`config.mk`:
```
export PLATFORM = sky130hd
export DESIGN_NAME = counter_sequencer
export DESIGN_NICKNAME = d
export VERILOG_FILES = /design/src/rtl/counter_pkg.sv /design/src/rtl/wrap_counter.sv /design/src/rtl/counter_sequencer.sv
export SDC_FILE = /design/constraint.sdc
export NUM_CORES = 1
export LEC_CHECK = 0
export ABC_AREA = 0
export BUFFER_PORTS_ARGS = -buffer_cell sky130_fd_sc_hd__buf_2
export CAP_MARGIN = 20
export CORE_MARGIN = 2
export CORE_UTILIZATION = 50
export DETAILED_ROUTE_END_ITERATION = 12
export PLACE_DENSITY_LB_ADDON = 0.2
export SLEW_MARGIN = 0
export SYNTH_ARGS = -nofsm -noshare
export SYNTH_HDL_FRONTEND = slang
export SYNTH_SLANG_ARGS = --single-unit
```
`constraint.sdc`:
```
create_clock -name CLK -period 4.9 [get_ports CLK]
set_input_delay 0.98 -clock CLK [delete_from_list [all_inputs] [get_ports CLK]]
set_output_delay 0.98 -clock CLK [all_outputs]
set_load 0.02 [all_outputs]
```
`src/rtl/counter_pkg.sv`:
```
// rtl/counter_pkg.sv - counter mode encodings and sequencer state type
package counter_pkg;

  localparam logic [1:0] MODO_UP   = 2'b00;
  localparam logic [1:0] MODO_DOWN = 2'b01;
  localparam logic [1:0] MODO_UP3  = 2'b10;
  localparam logic [1:0] MODO_LOAD = 2'b11;

  typedef enum logic [1:0] {
    IDLE,
    LOAD,
    RUN,
    FINISH
  } seq_state_t;

endpackage

```
`src/rtl/wrap_counter.sv`:
```
// rtl/wrap_counter.sv - saturating event counter with synchronous clear
module wrap_counter #(
  parameter int WRAP_W = 4
) (
  input  logic              clk,
  input  logic              rst_n,
  input  logic              clr,
  input  logic              inc,
  output logic [WRAP_W-1:0] count
);

  // Clear wins over increment so an accept in the same cycle starts from zero.
  always_ff @(posedge clk or negedge rst_n) begin
    if (!rst_n) begin
      count <= '0;
    end else if (clr) begin
      count <= '0;
    end else if (inc && (count != '1)) begin
      count <= count + 1'b1;
    end
  end

endmodule

```
`src/rtl/counter_sequencer.sv`:
```
// rtl/counter_sequencer.sv - command sequencer for the 4-bit up/down counter; WRAP_COUNT_EN enables the RCO wrap counter
module counter_sequencer
  import counter_pkg::*;
#(
  parameter int WIDTH  = 4,
  parameter int WRAP_W = 4
) (
  input  logic              CLK,
  input  logic              RESET_L,
  input  logic              CMD_VALID,
  output logic              CMD_READY,
  input  logic              CMD_DIR,
  input  logic [WIDTH-1:0]  CMD_START,
  input  logic [WIDTH-1:0]  CMD_STOP,
  output logic              BUSY,
  output logic              DONE,
  output logic              ENB,
  output logic [1:0]        MODO,
  output logic [WIDTH-1:0]  D,
  input  logic [WIDTH-1:0]  Q,
  input  logic              RCO,
  output logic [WRAP_W-1:0] WRAPS
);

  seq_state_t       state;
  logic [WIDTH-1:0] start_r;
  logic [WIDTH-1:0] stop_r;
  logic             dir_r;
  logic             ready_r;
  logic             busy_r;
  logic             done_r;
  logic [1:0]       modo_r;
  logic             accept;
  logic             at_stop;

  assign accept  = CMD_VALID && ready_r;
  assign at_stop = (Q == stop_r);

  // Outputs are registered alongside the state so they change with it.
  always_ff @(posedge CLK or negedge RESET_L) begin
    if (!RESET_L) begin
      state   <= IDLE;
      start_r <= '0;
      stop_r  <= '0;
      dir_r   <= 1'b0;
      ready_r <= 1'b1;
      busy_r  <= 1'b0;
      done_r  <= 1'b0;
      modo_r  <= MODO_UP;
    end else begin
      case (state)
        IDLE: begin
          if (accept) begin
            start_r <= CMD_START;
            stop_r  <= CMD_STOP;
            dir_r   <= CMD_DIR;
            ready_r <= 1'b0;
            busy_r  <= 1'b1;
            modo_r  <= MODO_LOAD;
            state   <= LOAD;
          end
        end
        LOAD: begin
          modo_r <= dir_r ? MODO_DOWN : MODO_UP;
          state  <= RUN;
        end
        RUN: begin
          if (at_stop) begin
            done_r <= 1'b1;
            modo_r <= MODO_UP;
            state  <= FINISH;
          end
        end
        FINISH: begin
          done_r  <= 1'b0;
          ready_r <= 1'b1;
          busy_r  <= 1'b0;
          state   <= IDLE;
        end
        default: state <= IDLE;
      endcase
    end
  end

  assign CMD_READY = ready_r;
  assign BUSY      = busy_r;
  assign DONE      = done_r;
  assign MODO      = modo_r;
  assign D         = start_r;

  // Enable drops in the same cycle Q reaches stop, so the counter never overshoots.
  assign ENB = (state == LOAD) || ((state == RUN) && !at_stop);

`ifdef WRAP_COUNT_EN
  logic wrap_inc;
  assign wrap_inc = (state == RUN) && ENB && RCO;

  wrap_counter #(
    .WRAP_W(WRAP_W)
  ) u_wrap (
    .clk  (CLK),
    .rst_n(RESET_L),
    .clr  (accept),
    .inc  (wrap_inc),
    .count(WRAPS)
  );
`else
  logic unused_rco;
  assign unused_rco = RCO;
  assign WRAPS      = '0;
`endif

endmodule

```
* Yosys cells after proc, flatten, opt, wreduce, memory -nomap -nowiden *
Cells that the tools add are included.

operators by class
  equal/unequal tests = 6
  multiplexer cells = 13
  reductions and logical operators = 13

operators with widths
  cell                number
  $mux 2              4
  $pmux 2 s4          1
  $reduce_and 2->1    4
  $pmux 1 s2          3
  $pmux 2 s3          1
  $eq 2x2->1 const B  2
  $eq 4x4->1          1
  $mux 1              4
  $ne 2x2->1 const B  2
  $reduce_bool 2->1   2
  $reduce_and 3->1    1
  $reduce_bool 3->1   1
  $eq 2x1->1 const B  1
  $logic_and 1x1->1   2
  $logic_not 2->1     1
  $logic_not 1->1     1
  $logic_or 1x1->1    1

word-level totals
  register bits after elaboration = 16
  output and inout port bits = 14
  logic and storage cells = 40

* Depth between registers and ports, before layout *
  word-level depth = 4
  gate-level depth with buffers = 5
  gate-level depth less buffers = 5

* Least setup slack after synthesis *
OpenSTA, ideal clock, no wires.

  path kind = in2out
  start point = input port Q[2]
  end point = output port ENB
  data arrival time = 1.542 ns
  data required time = 3.920 ns
  slack = 2.378 ns
  stages = 3
  buffers on the path = 0
  path through = xnor2_1 nand4_1 a21o_2

on the way
  longest elaborated chain between the ends = 4

ends and longest elaborated chain
  what               RTL line                 source
  from (decl)        counter_sequencer.sv:20  input logic [WIDTH-1:0] Q,
  $eq 4x4->1         counter_sequencer.sv:37  assign at_stop = (Q == stop_r);
  $logic_not 1->1    counter_sequencer.sv:92  assign ENB = (state == LOAD) || ((state == RUN) && !at_stop);
  $logic_and 1x1->1  counter_sequencer.sv:92
  $logic_or 1x1->1   counter_sequencer.sv:92
  to (decl)          counter_sequencer.sv:17  output logic ENB,

No other way between the ends.

* Final worst setup path *
  start point = input port Q[0]
  end point = output port ENB

Same word-level chain as after synthesis.

==> run summary <==
The clock transition time at the flip-flop clock pins of the worst setup and hold paths came out at 90 ps. By area the synthesized netlist is led by sky130_fd_sc_hd__dfrtp_1 47%, sky130_fd_sc_hd__mux2_2 16%, sky130_fd_sc_hd__ha_1 6.3%. The capturing element type of the critical path is an output port. The commonest cells after synthesis are 15 x sky130_fd_sc_hd__dfrtp_1, 11 x sky130_fd_sc_hd__mux2_2, 5 x sky130_fd_sc_hd__inv_1. Number of violations reported at the end of detailed-routing iteration 0: 0. Total power per unit cell area: 687 nW/µm². The logs give 0 for the antenna diode count and 0 for the final count of hold timing violations. The tools report the buffer levels on the longest clock path as 2. The total via count in the routed design was 534. Among all cell types in the netlist, the one instantiated most often is sky130_fd_sc_hd__dfrtp_1. In the global route stage, overall resource usage came out at 14.4%. Dominant combinational cell family by area after synthesis: multiplexers. Summed over all instances, the cell type with the most area after synthesis is sky130_fd_sc_hd__dfrtp_1. Global-route layer with the greatest usage: met2.

For the net total in the final layout, the log shows 114. Setup violations remaining at the end of the flow were counted as 0. IR analysis of the VDD net gives a maximum drop of 0.000369 V.

STA classifies the critical path startpoint as a primary input. The compound-cell area share of the yosys netlist works out to 8.86%. The area growth from synthesis to layout is 19.3%. The min-delay analysis places its worst path in the category flop to flop. Counting flops and latches in the post-synthesis netlist gives 16. Largest net degree at the start of global routing: 17. The global routing usage on met1 is 16.5%. Setup repair after global routing left no endpoint under its margin.

Counting tap cells, the placed design contains a total of 104 instances. The port buffer count is 25. The synthesized netlist occupies a cell area of 791 µm². The horizontal die dimension came out at 43.8 µm.

For this design the static power due to leakage is 0.482 nW. Of all flip-flops after synthesis, the portion carrying an async set or reset was 100%. The count of final max-slew check failures is 0, and the maximum frequency from static timing analysis is 354 MHz. Row generation in the floorplan step produced 14 rows. Among all flip-flop cells after synthesis, the most frequent one is sky130_fd_sc_hd__dfrtp_1.

In the final layout, flip-flops and latches occupy 402 µm². The finished layout holds 108 standard cells, fillers aside. Summing the areas of all fa, ha and maj instances in the mapped netlist gives 6.33% of the synthesized area.

The number of clock buffers added by TritonCTS is 3. Of the available clock period, the critical path in the final layout requires 57.6%. Once detail routing completed, the nets flagged for antenna violations numbered 0. The clock arrives with 3.55 ps of skew. Number of hold buffers added after CTS: 0. The worst-path maximum fanout came out at 4.

For the final-layout fill cell count, the log shows 137. The tools report the number of warnings reported in the yosys synthesis log as 0. The buffer count from post-CTS setup fixing was 0. For the final weighted congestion in routability-driven placement, the log shows 0.690. The via count of the first global-routing pass is 481.

A synthesized cell averages 12.4 µm². Global routing consumed, on the met2 layer, 23.5% of the routing resources. Summed over all layers, the global routing overflow is 0.

The mux contribution to synthesized area was 18.8%. The cell count after synthesis came out at 64. The tools report the required time at the worst-slack endpoint as 3920 ps.

Summing the areas of all xor and xnor instances in the mapped netlist gives 4.43% of the synthesized area. TritonCTS built the clock tree. Clock latency at the later pin of the worst-skew pair: 280 ps. For the level count of the clock H-tree, the log shows 1. The tools report the placed wire-length estimate as 1.00 mm. For this run, global-route usage on met3 was measured as 2.92%. The tree is rooted in a sky130_fd_sc_hd__clkbuf_4.

For the number of sinks driven by the clock tree, the log shows 16. The share of Yosys cell area claimed by the top area cell type is 47.5%. The tools report the setup TNS as 0 ps. The top-level I/O count is 31, and the y dimension of the die is 43.8 µm. The number of max-cap violations is 0. Residual DRC count: 0.

The first-pass iteration count of the detailed router is 1. The number of antenna violations at the first check in global routing is 0, and the starting density of the core is 53.1%. The run finished with clean final reports. Summing the areas of all and, or, nand and nor instances in the mapped netlist gives 4.11% of the synthesized area.

In this run, post-CTS repair resized a total of 0 instances. The tools report the detailed-route wire length as 1.23 mm. Post-synthesis cell type count: 21. For the worst setup path, the data arrival time is 1840 ps. The share of the Yosys chip area taken by registers is 50.8%. The floorplan step defined a die boundary enclosing 1920 µm². Global-route wire length before repair: 1.95 mm. After detailed routing, the average wire length per cell comes to 11.4 µm. The critical path in this run is classified as primary input to output port. The core area was 1490 µm²; the detailed-route vias per instance was 4.94.

Area of the multi-input gates: 352 µm². The fraction of layout cells with a size suffix above 1 was 46.7%. The number of enable-type register cells in the synthesized netlist is 0. Counting I/O delays and the setup requirement, the final critical path takes 2820 ps.
==> cells in the final DEF (no fill, tap or decap), types with 2 or more instances in the layout <==
master | Yosys | routed
sky130_fd_sc_hd__conb_1 | 1 | 4
sky130_fd_sc_hd__mux2_2 | 11 | 11
sky130_fd_sc_hd__a22o_1 | 2 | 2
sky130_fd_sc_hd__buf_2 | 0 | 25
sky130_fd_sc_hd__nand2_1 | 3 | 3
sky130_fd_sc_hd__o21ai_0 | 3 | 3
sky130_fd_sc_hd__clkbuf_4 | 0 | 3
sky130_fd_sc_hd__xnor2_1 | 4 | 4
sky130_fd_sc_hd__a21oi_1 | 2 | 2
sky130_fd_sc_hd__inv_1 | 5 | 5
sky130_fd_sc_hd__ha_1 | 4 | 4
sky130_fd_sc_hd__dfrtp_1 | 15 | 15
==> stage by stage <==
step / hold WS, ps / power (W) / util, % / setup WS [ps] / cell area [µm²]
floorplan: 479 / 0.000500 / - / 2380 / 802
global placement: 483 / 0.000573 / 61.6 / 2070 / 917
detailed placement: 495 / 0.000588 / 61.6 / 2060 / 917
CTS: 516 / 0.000659 / 63.4 / 2050 / 943
global route: 533 / 0.000697 / 63.4 / 2000 / 943
finish: 509 / 0.000648 / 63.4 / 2080 / 943
==> logic make-up after synthesis <==
| logic type | Yosys count |
|---|---|
| flip-flops | 16 |
| AND/OR/NAND/NOR | 7 |
| buffers and inverters | 9 |
| adder cells (fa/ha/maj) | 4 |
| AO/OA/AOI/OAI | 10 |
| XOR/XNOR | 4 |
| multiplexers | 13 |
| other | 1 |
==> sequential cells by signal, indices dropped and copies added (netlist names) <==
| register | count |
|---|---|
| dir_r | 1 |
| D | 4 |
| MODO | 2 |
| BUSY | 1 |
| CMD_READY | 1 |
| state | 2 |
| DONE | 1 |
| stop_r | 4 |
==> area by class of cell <==
type / instances / area share (%)
multi-input combinational: 42 / 37.3
tap: 16 / 2.12
timing repair buffer: 25 / 13.3
inverter: 5 / 1.99
clock buffer: 4 / 2.79
sequential: 16 / 42.6
==> metal layers <==
| layer | routed length (µm) | up-vias |
|---|---|---|
| li1 | - | 268 |
| met1 | 489 | 244 |
| met2 | 617 | 17 |
| met3 | 85 | 5 |
| met4 | 37 | 0 |
| met5 | 0 | - |
==> worst paths after layout <==
check | start | to | slack, ps | cells after the start
worst max-delay path | Q[0] | ENB | 2080 | 5
worst min-delay path | D[2]$_DFFE_PN0P_ | D[2]$_DFFE_PN0P_ | 510 | 1
worst max register to register | state[0]$_DFFE_PN0P_ | MODO[0]$_DFFE_PN0P_ | 3250 | 5
worst min register to register | D[2]$_DFFE_PN0P_ | D[2]$_DFFE_PN0P_ | 510 | 1
max in group asynchronous | RESET_L | CMD_READY$_DFFE_PN1P_ | 4010 | 1
min in group asynchronous | RESET_L | dir_r$_DFFE_PN0P_ | 590 | 1
==> worst max-delay path, stage by stage <==
cell                      delay [ps]
sky130_fd_sc_hd__buf_2           100
sky130_fd_sc_hd__xnor2_1         150
sky130_fd_sc_hd__nand4_1         200
sky130_fd_sc_hd__a21o_2          260
sky130_fd_sc_hd__buf_2           150
==> power by group <==
part | switching [W] | internal, W
Clock | 0.0000384 | 0.0000316
Sequential | 0.0000407 | 0.000204
Combinational | 0.000168 | 0.000165
Total | 0.000247 | 0.000401
Note: power is estimated with default switching activity, not from simulation.
